[config.mk]
export PLATFORM = sky130hd
export DESIGN_NAME = linebuf_ctrl
export DESIGN_NICKNAME = d
export VERILOG_FILES = /design/src/rtl/filter_pkg.sv /design/src/rtl/bank_rotator.sv /design/src/rtl/linebuf_ctrl.sv
export SDC_FILE = /design/constraint.sdc
export NUM_CORES = 1
export LEC_CHECK = 0
export ABC_AREA = 1
export CAP_MARGIN = 30
export CORE_UTILIZATION = 53
export CTS_CLUSTER_DIAMETER = 40
export DETAILED_ROUTE_END_ITERATION = 12
export GPL_TIMING_DRIVEN = 0
export PLACE_DENSITY = 0.8
export SLEW_MARGIN = 20
export SYNTH_ARGS = -nofsm -noshare
export SYNTH_HDL_FRONTEND = slang
export SYNTH_SLANG_ARGS = --single-unit
[constraint.sdc]
create_clock -name clk -period 2.4 [get_ports clk]
set_clock_uncertainty 0.05 [all_clocks]
set_input_delay 0.24 -clock clk [delete_from_list [all_inputs] [get_ports clk]]
set_output_delay 0.24 -clock clk [all_outputs]
set_load 0.03 [all_outputs]
[src/rtl/filter_pkg.sv]
// Shared types and constants for the 3x3 window filter line-buffer front end.
package filter_pkg;

    localparam int unsigned H_ACT_DEF = 640;
    localparam int unsigned V_ACT_DEF = 480;
    localparam int unsigned COORD_W   = 10;
    localparam int unsigned BANK_W    = 2;
    localparam int unsigned BORDER_W  = 4;
    localparam int unsigned NUM_BANKS = 3;

    // Bit positions inside the {right,left,bottom,top} zero-pad mask
    localparam int unsigned BRD_TOP    = 0;
    localparam int unsigned BRD_BOTTOM = 1;
    localparam int unsigned BRD_LEFT   = 2;
    localparam int unsigned BRD_RIGHT  = 3;

    typedef logic [BANK_W-1:0]  bank_t;
    typedef logic [COORD_W-1:0] coord_t;

    typedef enum logic [1:0] {
        LBC_IDLE,
        LBC_FILL,
        LBC_RUN,
        LBC_FLUSH
    } lbc_state_t;

    typedef struct packed {
        coord_t x;
        coord_t y;
    } pix_pos_t;

    function automatic bank_t bank_inc(input bank_t b);
        return (b == BANK_W'(NUM_BANKS - 1)) ? '0 : b + BANK_W'(1);
    endfunction

    function automatic bank_t bank_dec(input bank_t b);
        return (b == '0) ? BANK_W'(NUM_BANKS - 1) : b - BANK_W'(1);
    endfunction

endpackage

[src/rtl/bank_rotator.sv]
// Mod-3 write-bank pointer for the three-row line buffer; read banks for the
// rows above and at the window centre trail the write bank.
module bank_rotator
    import filter_pkg::*;
(
    input  logic  clk,
    input  logic  reset,
    input  logic  clr,
    input  logic  adv,
    output bank_t bot_c,
    output bank_t mid_c,
    output bank_t top_c
);

    bank_t ptr;

    // A frame start forces bank 0 for the pixel arriving in the same cycle
    assign bot_c = clr ? '0 : ptr;
    assign mid_c = bank_dec(bot_c);
    assign top_c = bank_dec(mid_c);

    always_ff @(posedge clk) begin
        if (reset) begin
            ptr <= '0;
        end else if (adv) begin
            ptr <= bank_inc(bot_c);
        end else begin
            ptr <= bot_c;
        end
    end

endmodule

[src/rtl/linebuf_ctrl.sv]
// Line-buffer controller for a 3x3 window filter: write strobes, bank rotation,
// window timing and border mask. Build macro LINEBUF_CTRL_SEQ_CHECK_EN adds raster-successor checking.
module linebuf_ctrl
    import filter_pkg::*;
#(
    parameter int unsigned H_ACT = H_ACT_DEF,
    parameter int unsigned V_ACT = V_ACT_DEF
) (
    input  logic                clk,
    input  logic                reset,
    input  logic                pix_valid,
    input  logic [COORD_W-1:0]  x_pixel,
    input  logic [COORD_W-1:0]  y_pixel,
    output logic                wr_en,
    output logic [BANK_W-1:0]   wr_bank,
    output logic [COORD_W-1:0]  lb_addr,
    output logic [BANK_W-1:0]   rd_top,
    output logic [BANK_W-1:0]   rd_mid,
    output logic [BANK_W-1:0]   rd_bot,
    output logic                win_valid,
    output logic [COORD_W-1:0]  win_x,
    output logic [COORD_W-1:0]  win_y,
    output logic [BORDER_W-1:0] border,
    output logic                frame_done,
    output logic                err
);

    localparam coord_t X_LAST = COORD_W'(H_ACT - 1);
    localparam coord_t Y_LAST = COORD_W'(V_ACT - 1);

    lbc_state_t          state, state_d;
    coord_t              flush_x, flush_x_d;
    logic                wr_en_d;
    coord_t              lb_addr_d;
    logic                pend_v, pend_v_d;
    pix_pos_t            pend, pend_d;
    logic                frame_done_d, err_d;
    logic                bank_clr, bank_adv, write;
    logic                is_origin, is_eol;
    logic [BORDER_W-1:0] border_c;
    bank_t               bot_c, mid_c, top_c;
`ifdef LINEBUF_CTRL_SEQ_CHECK_EN
    pix_pos_t            expect_pos, expect_pos_d;
    logic                seq_ok;
`endif

    bank_rotator u_bank_rotator (
        .clk   (clk),
        .reset (reset),
        .clr   (bank_clr),
        .adv   (bank_adv),
        .bot_c (bot_c),
        .mid_c (mid_c),
        .top_c (top_c)
    );

    assign is_origin = pix_valid && (x_pixel == '0) && (y_pixel == '0);
    assign is_eol    = (x_pixel == X_LAST);
`ifdef LINEBUF_CTRL_SEQ_CHECK_EN
    assign seq_ok    = (x_pixel == expect_pos.x) && (y_pixel == expect_pos.y);
`endif

    always_ff @(posedge clk) begin
        if (reset) begin
            state <= LBC_IDLE;
        end else begin
            state <= state_d;
        end
    end

    // Next state plus the address stage; a frame-start pixel always restarts FILL
    always_comb begin
        state_d      = state;
        flush_x_d    = flush_x;
        wr_en_d      = 1'b0;
        lb_addr_d    = lb_addr;
        pend_v_d     = 1'b0;
        pend_d       = pend;
        frame_done_d = 1'b0;
        err_d        = 1'b0;
        bank_clr     = 1'b0;
        bank_adv     = 1'b0;
        write        = 1'b0;
`ifdef LINEBUF_CTRL_SEQ_CHECK_EN
        expect_pos_d = expect_pos;
`endif
        unique case (state)
            LBC_IDLE: begin
                if (is_origin) begin
                    state_d  = LBC_FILL;
                    bank_clr = 1'b1;
                    write    = 1'b1;
                end
            end
            LBC_FILL, LBC_RUN: begin
                if (pix_valid) begin
                    if (is_origin) begin
                        err_d    = 1'b1;
                        state_d  = LBC_FILL;
                        bank_clr = 1'b1;
                        write    = 1'b1;
                    end
`ifdef LINEBUF_CTRL_SEQ_CHECK_EN
                    else if (!seq_ok) begin
                        err_d   = 1'b1;
                        state_d = LBC_IDLE;
                    end
`endif
                    else begin
                        write = 1'b1;
                        if (state == LBC_RUN) begin
                            pend_v_d = 1'b1;
                            pend_d   = '{x: x_pixel, y: y_pixel - COORD_W'(1)};
                        end
                        if (is_eol) begin
                            bank_adv = 1'b1;
                            if (state == LBC_FILL) begin
                                state_d = LBC_RUN;
                            end else if (y_pixel == Y_LAST) begin
                                state_d   = LBC_FLUSH;
                                flush_x_d = '0;
                            end
                        end
                    end
                end
            end
            LBC_FLUSH: begin
                err_d     = is_origin;
                lb_addr_d = flush_x;
                pend_v_d  = 1'b1;
                pend_d    = '{x: flush_x, y: Y_LAST};
                if (flush_x == X_LAST) begin
                    state_d      = LBC_IDLE;
                    frame_done_d = 1'b1;
                end else begin
                    flush_x_d = flush_x + COORD_W'(1);
                end
            end
            default: state_d = LBC_IDLE;
        endcase
        if (write) begin
            wr_en_d   = 1'b1;
            lb_addr_d = x_pixel;
`ifdef LINEBUF_CTRL_SEQ_CHECK_EN
            expect_pos_d = is_eol ? '{x: '0, y: y_pixel + COORD_W'(1)}
                                  : '{x: x_pixel + COORD_W'(1), y: y_pixel};
`endif
        end
    end

    always_comb begin
        border_c             = '0;
        border_c[BRD_TOP]    = (pend.y == '0);
        border_c[BRD_BOTTOM] = (pend.y == Y_LAST);
        border_c[BRD_LEFT]   = (pend.x == '0);
        border_c[BRD_RIGHT]  = (pend.x == X_LAST);
    end

    // Window outputs lag the address stage by one cycle to meet the buffer read data
    always_ff @(posedge clk) begin
        if (reset) begin
            flush_x    <= '0;
            wr_en      <= 1'b0;
            wr_bank    <= '0;
            lb_addr    <= '0;
            rd_top     <= '0;
            rd_mid     <= '0;
            rd_bot     <= '0;
            pend_v     <= 1'b0;
            pend       <= '0;
            win_valid  <= 1'b0;
            win_x      <= '0;
            win_y      <= '0;
            border     <= '0;
            frame_done <= 1'b0;
            err        <= 1'b0;
`ifdef LINEBUF_CTRL_SEQ_CHECK_EN
            expect_pos <= '0;
`endif
        end else begin
            flush_x    <= flush_x_d;
            wr_en      <= wr_en_d;
            wr_bank    <= bot_c;
            lb_addr    <= lb_addr_d;
            rd_top     <= top_c;
            rd_mid     <= mid_c;
            rd_bot     <= bot_c;
            pend_v     <= pend_v_d;
            pend       <= pend_d;
            win_valid  <= pend_v;
            frame_done <= frame_done_d;
            err        <= err_d;
            if (pend_v) begin
                win_x  <= pend.x;
                win_y  <= pend.y;
                border <= border_c;
            end
`ifdef LINEBUF_CTRL_SEQ_CHECK_EN
            expect_pos <= expect_pos_d;
`endif
        end
    end

endmodule

== Yosys cells after proc, flatten, opt, wreduce, memory -nomap -nowiden ==
Cells that the tools add are included.
Word-level totals
  flip-flop bits (word level): 79
Cells by class
  mux-type cells: 42
  bitwise logic cells: 1
  reductions and logical operators: 17
  add/subtract/negate cells: 5
  equal/unequal tests: 20
Operators with widths (count)
  10-bit two-way mux: 8
  20-bit two-way mux: 3
  10-bit logical NOT: 4
  20-bit one-hot mux with 2 select lines: 1
  10-bit == test (second input constant): 3
  2-bit two-way mux: 12
  10-bit by 9-bit == test with 1-bit output (second input constant): 2
  10-bit one-hot mux with 2 select lines: 1
  2-bit != test (second input constant): 9
  1-bit two-way mux: 12
  10-bit by 1-bit adder with 10-bit output (second input constant): 1
  10-bit by 1-bit subtractor with 10-bit output (second input constant): 1
  1-bit one-hot mux with 2 select lines: 4
  7-bit AND reduction: 1
  2-bit == test (second input constant): 3
  2-bit logical NOT: 3
  2-bit one-hot mux with 3 select lines: 1
  2-bit OR reduction: 3
  5-bit AND reduction: 1
  4-bit != test (second input constant): 1
  4-bit AND reduction: 1
  2-bit nonzero test: 2
  2-bit by 1-bit subtractor with 2-bit output (second input constant): 2
  3-bit != test (second input constant): 1
  other kinds (4): 5

== Logic depth before layout (Yosys ltp) ==
  depth after elaboration: 11
  gate-level depth with buffers: 12
  gate-level depth less buffers: 12

== By module ==
A second synthesis with hierarchy kept.
Unflattened totals
  cells, all modules: 627
  area total of the unflattened synthesis: 4146.5 um^2
By module, submodules not included
  linebuf_ctrl: times used 1, area each 4005.1 um^2, cells an instance 603
  bank_rotator: times used 1, area each 141.4 um^2, cells an instance 24

== Least setup slack after synthesis ==
No wires, ideal clock.
  path kind: register to register
  start: register state[0]
  end: register u_bank_rotator.ptr[1]
  arrival time: 1.740 ns
  cell stages (with the launch flop): 12
  slack: 0.488 ns
  required time: 2.228 ns
  cell sequence: dfxtp_1 -> inv_1 -> ha_1 -> buf_4 -> inv_1 -> a21oi_1 -> nand4_1 -> nand2_1 -> inv_1 -> ha_1 -> o21ai_0 -> a21oi_1
Between the ends
  longest elaborated chain between the ends: 7
  elaborated cells on any way between the ends: 11
  those cells by class: add/sub (1); eq/ne (3); mux (5); reduce/logical (2)
Ends and longest elaborated chain
  start, declared: RTL line linebuf_ctrl.sv:31  | lbc_state_t state, state_d;
  start signal, assigned: RTL line linebuf_ctrl.sv:67  | state <= state_d;
  2-bit == test or 2-bit by 1-bit == test with 1-bit output (tied branches): RTL line linebuf_ctrl.sv:87  | unique case (state)
  2-bit OR reduction: RTL line linebuf_ctrl.sv:87
  1-bit one-hot mux with 2 select lines *: RTL line linebuf_ctrl.sv:87
  2-bit two-way mux *: RTL line bank_rotator.sv:18  | assign bot_c = clr ? '0 : ptr;
  net bot_c[0]: RTL line linebuf_ctrl.sv:41  | bank_t bot_c, mid_c, top_c;
  2-bit by 1-bit adder with 2-bit output or 2-bit == test (tied branches): RTL line filter_pkg.sv:33  | return (b == BANK_W'(NUM_BANKS - 1)) ? '0 : b + BANK_W'(1);
  2-bit two-way mux *: RTL line filter_pkg.sv:33
  2-bit two-way mux *: RTL line bank_rotator.sv:25  | end else if (adv) begin
  end signal, assigned: RTL line bank_rotator.sv:26  | ptr <= bank_inc(bot_c);
  end signal, assigned: RTL line bank_rotator.sv:28  | ptr <= bot_c;
  end, declared: RTL line bank_rotator.sv:15  | bank_t ptr;
Mark *: on every way through the listed nets, which the timed path passes. The rest lies on a longest branch.
A chain may end at the register's enable or synchronous reset.

== Worst setup path in the final report ==
Ends and elaborated chain as after synthesis.

==> results <==
- Wire segments on met3 add up to 641 um in the final route.
- After routing the design area is 0.00491 sq mm.
- The class of the most critical setup path is flop to flop.
- In the detailed route, the total length drawn on met2 is 5070 um.
- At the pin with the least slew margin, the transition time is 641 ps.
- For this run, the post-layout net count is 654.
- The hold violation total from the final report was 0.
- STA classifies the critical path endpoint as a flop.
- Clock latency on the worst-skew pair, taken at its later pin, is 350 ps.
- The cell count after synthesis is 540.
- The number of nets in the synthesized netlist is 575.
- TritonCTS created 9 clock buffers.
- The number of hold buffers added after CTS was 0.
- The highest clock rate is 440 MHz.
- The number of antenna violations at the first check in global routing is 0.
- The worst-case setup margin in the final layout is 127 ps.
- After detailed routing, the number of remaining DRC violations is 0.
- The highest metal layer with signal wires is met4.
- The flow ran to the end, and the final reports show no timing, DRC or antenna violations.
- The repair_antennas step left the layout with diodes totalling 0.
- The detail route stage leaves a number of antenna-violating nets equal to 0.
- The setup fix buffers added after clock tree synthesis is 0.
- The count of flip-flops with a built-in enable after synthesis is 0.
- The pin count of the biggest net entering global routing is 15.
- The clock-pin slew of the registers on the worst-case setup and hold paths is 90 ps.
- The count of pins over their slew limit is 0.
- The via count of the first global-routing pass is 3629.
- The die covers 0.00762 sq mm.
- The initial utilization of the core area, before any placement, comes to 0.559.
- Detailed placement finished with a half-perimeter wire length of 7780 um.
- The ratio of total power to cell area is 716 mW/mm^2.
- The post-route clock period utilization is 0.947.
- The clock drives 79 sinks.
- Setup violations remaining at the end of the flow were counted as 0.
- Registers take 0.00158 sq mm.
- The vertical die dimension is 87.3 um.
- Data on the critical path arrives at its endpoint at 2460 ps.
- The worst-case IR drop observed on VDD is 0.542 mV.
- The synthesized area divided by synthesized cell count is 7.14 sq um.
- In this run, synthesis produced a sequential element count of 79.
- The count of filler cells inserted in the layout is 607.
- The max-cap check violation count is 0.
- The worst path in the final design needs a cycle of 2270 ps, including I/O delays and setup.
- Setup repair after global routing left no endpoint under its margin.
- The floorplan step defined a core boundary enclosing 0.00691 sq mm.
- The congestion estimate from routability-driven global placement came to 0.948.
- The area overhead of the layout relative to synthesis is 27.2%.
- The share of layout cells above drive strength 1 is 0.0801.
- The number of placement rows is 30.
- The total of warnings raised by yosys is 0.
- The total overflow reported by the global router is 0.
- The cell at the root of the clock tree is clkbuf_8.
- For the worst setup path, the data required time is 2590 ps.
- For this run, the total global-route usage over all layers was measured as 0.286.
- The count of pins on the block boundary is 69.
- The number of placed instances, taps included, is 704.
- The min-delay analysis places its worst path in the category flop to flop.
- Summing all multi-input logic gate instances after layout gives 0.00197 sq mm.
- The length of routed wiring on met1 is 4530 um.
- The longest clock path from root to sink contains 2 buffers.
- The placed instances occupy a cell area of 0.00466 sq mm.
- The port buffer count is 68.
- The mapped netlist covers 0.00386 sq mm.
- Excluding fillers, the count of instances in the completed layout stands at 720.
- The post-detailed-route via-to-cell ratio is 5.46.
- Along the worst path, the maximum fanout reaches 9.
- The clock tree from TritonCTS is yes.
- The worst setup path is launched from a flop.
- The sequential area share after synthesis is 0.410.
- At the placement stage, the worst setup path has a slack of -68.9 ps.
- The analysis attributes to cell leakage a power of 0.00197 uW.
- The share of flip-flops with an asynchronous set or reset is 0.
- Dividing the detail-routed wire length by the instance count gives 14.6 um.
- The number of DRC markers in iteration 0 is 259.
- After routing, the total negative slack on setup checks comes to 0 ps.
- The first-pass detailed-route iteration total is 5.
- Wires add up to 10500 um.
- The first-pass GRT wire length is 16700 um.
- The predominant post-synthesis flop cell is dfxtp_1.
- CTS built an H-tree with a depth of 3.
- The worst pin sits at a relative slew slack of 0.573.
- The post-synthesis cell type count is 34.
- The total number of vias is 3934.
- The die width is 87.3 um.
kinds of logic after synthesis:
| logic type | count (synthesis) | synth area share |
|---|---|---|
| AND/OR/NAND/NOR | 278 | 0.329 |
| AO/OA/AOI/OAI | 96 | 0.131 |
| flip-flops | 79 | 0.410 |
| buffers and inverters | 70 | 0.0801 |
| adder cells (fa/ha/maj) | 12 | 0.0389 |
| XOR/XNOR | 5 | 0.0114 |
synth_stat cells (4+ instances only):
| library cell | number | area, sq um |
|---|---|---|
| nand2_1 | 102 | 383 |
| nor2_1 | 93 | 349 |
| dfxtp_1 | 79 | 1580 |
| a21oi_1 | 53 | 265 |
| inv_1 | 40 | 150 |
| nand3_1 | 33 | 165 |
| o21ai_0 | 31 | 155 |
| nor3_1 | 14 | 70.1 |
| clkbuf_1 | 13 | 48.8 |
| ha_1 | 12 | 150 |
| nand4_1 | 10 | 62.6 |
| o21ai_1 | 7 | 35.0 |
| nor2_4 | 5 | 56.3 |
| nor4_1 | 5 | 31.3 |
| buf_4 | 4 | 30.0 |
critical path, stage by stage (launching register included):
cell and delay (ps):
dfxtp_1 370, inv_1 90, ha_1 280, buf_4 160, inv_1 90, a21oi_1 150, nand4_1 220, nand2_2 190
inv_1 60, ha_1 230, o21ai_0 200, a21oi_1 60
report_power, final:
part	switching [uW]	internal (uW)	total [uW]	leakage [uW]
Combinational	515	304	818	0.00122
Clock	516	701	1220	0.000119
Sequential	78.2	1400	1480	0.000638
Total	1110	2400	3510	0.00197
registers in the layout (all words and copies together), names as in the netlist, 2 cells and up:
signal	count
flush_x	10
pend	20
border	4
rd_top	2
u_bank_rotator.ptr	2
win_y	10
rd_bot	2
state	2
lb_addr	10
win_x	10
rd_mid	2
cell type report:
cell class	count	area share
Clock inverter	6	0.0240
Multi-Input combinational cell	391	0.401
Buffer	26	0.0283
Sequential cell	79	0.322
Inverter	44	0.0347
Timing Repair Buffer	68	0.139
Tap cell	96	0.0245
Clock buffer	10	0.0260
layer usage:
| metal | GRT usage | vias to the layer above |
|---|---|---|
| met4 | 0.116 | 0 |
| met5 | 0 | - |
| li1 | - | 1916 |
| met1 | 0.361 | 1816 |
| met3 | 0.0398 | 33 |
| met2 | 0.490 | 169 |
placed cells by master (no fill, tap or decap), types with 2 or more instances in the layout:
cell and instances:
nand3_2 3, clkdlybuf4s50_1 68, clkbuf_8 9, a21oi_1 53, buf_1 3, bufinv_16 3, nand3_1 33, nor3b_1 3
nor3_1 14, nor4_1 5, o21ai_0 31, dfxtp_1 79, nand2_2 3, clkbuf_1 14, nand2_1 101, inv_2 3
ha_1 12, xor2_1 2, nand4_1 10, nor2_1 93, nor2_4 5, buf_2 3, xnor2_1 3, o21ai_1 7
a21oi_2 2, nand2_4 2, buf_4 4, inv_1 40, nor2_2 3, buf_6 3
per-stage QoR:
| step | power [uW] | hold slack, ps | util |
|---|---|---|---|
| 3_3_place_gp | 2280 | 407 | 0.674 |
| 6_report | 3510 | 417 | 0.710 |
| 5_1_grt | 3650 | 447 | 0.710 |
| 4_1_cts | 3500 | 423 | 0.710 |
| 3_5_place_dp | 2310 | 409 | 0.674 |
| 2_1_floorplan | 2060 | 280 | - |
what timing repair did:
action / CTS / global route
endpoints found under the setup margin: 0 / 1
hold endpoints to repair: 0 / 0
gates resized for setup: 0 / 1
worst paths after layout:
check / from / to / slack [ps] / cells past startpoint
setup reg to reg: state[0]$_SDFFE_PP0P_ / u_bank_rotator.ptr[1]$_SDFF_PP0_ / 130 / 11
hold reg to reg: win_y[8]$_SDFFE_PP0P_ / win_y[8]$_SDFFE_PP0P_ / 420 / 2
hold / removal: win_y[8]$_SDFFE_PP0P_ / win_y[8]$_SDFFE_PP0P_ / 420 / 2
setup / recovery: state[0]$_SDFFE_PP0P_ / u_bank_rotator.ptr[1]$_SDFF_PP0_ / 130 / 11
Power figures use the tool's default switching activity.
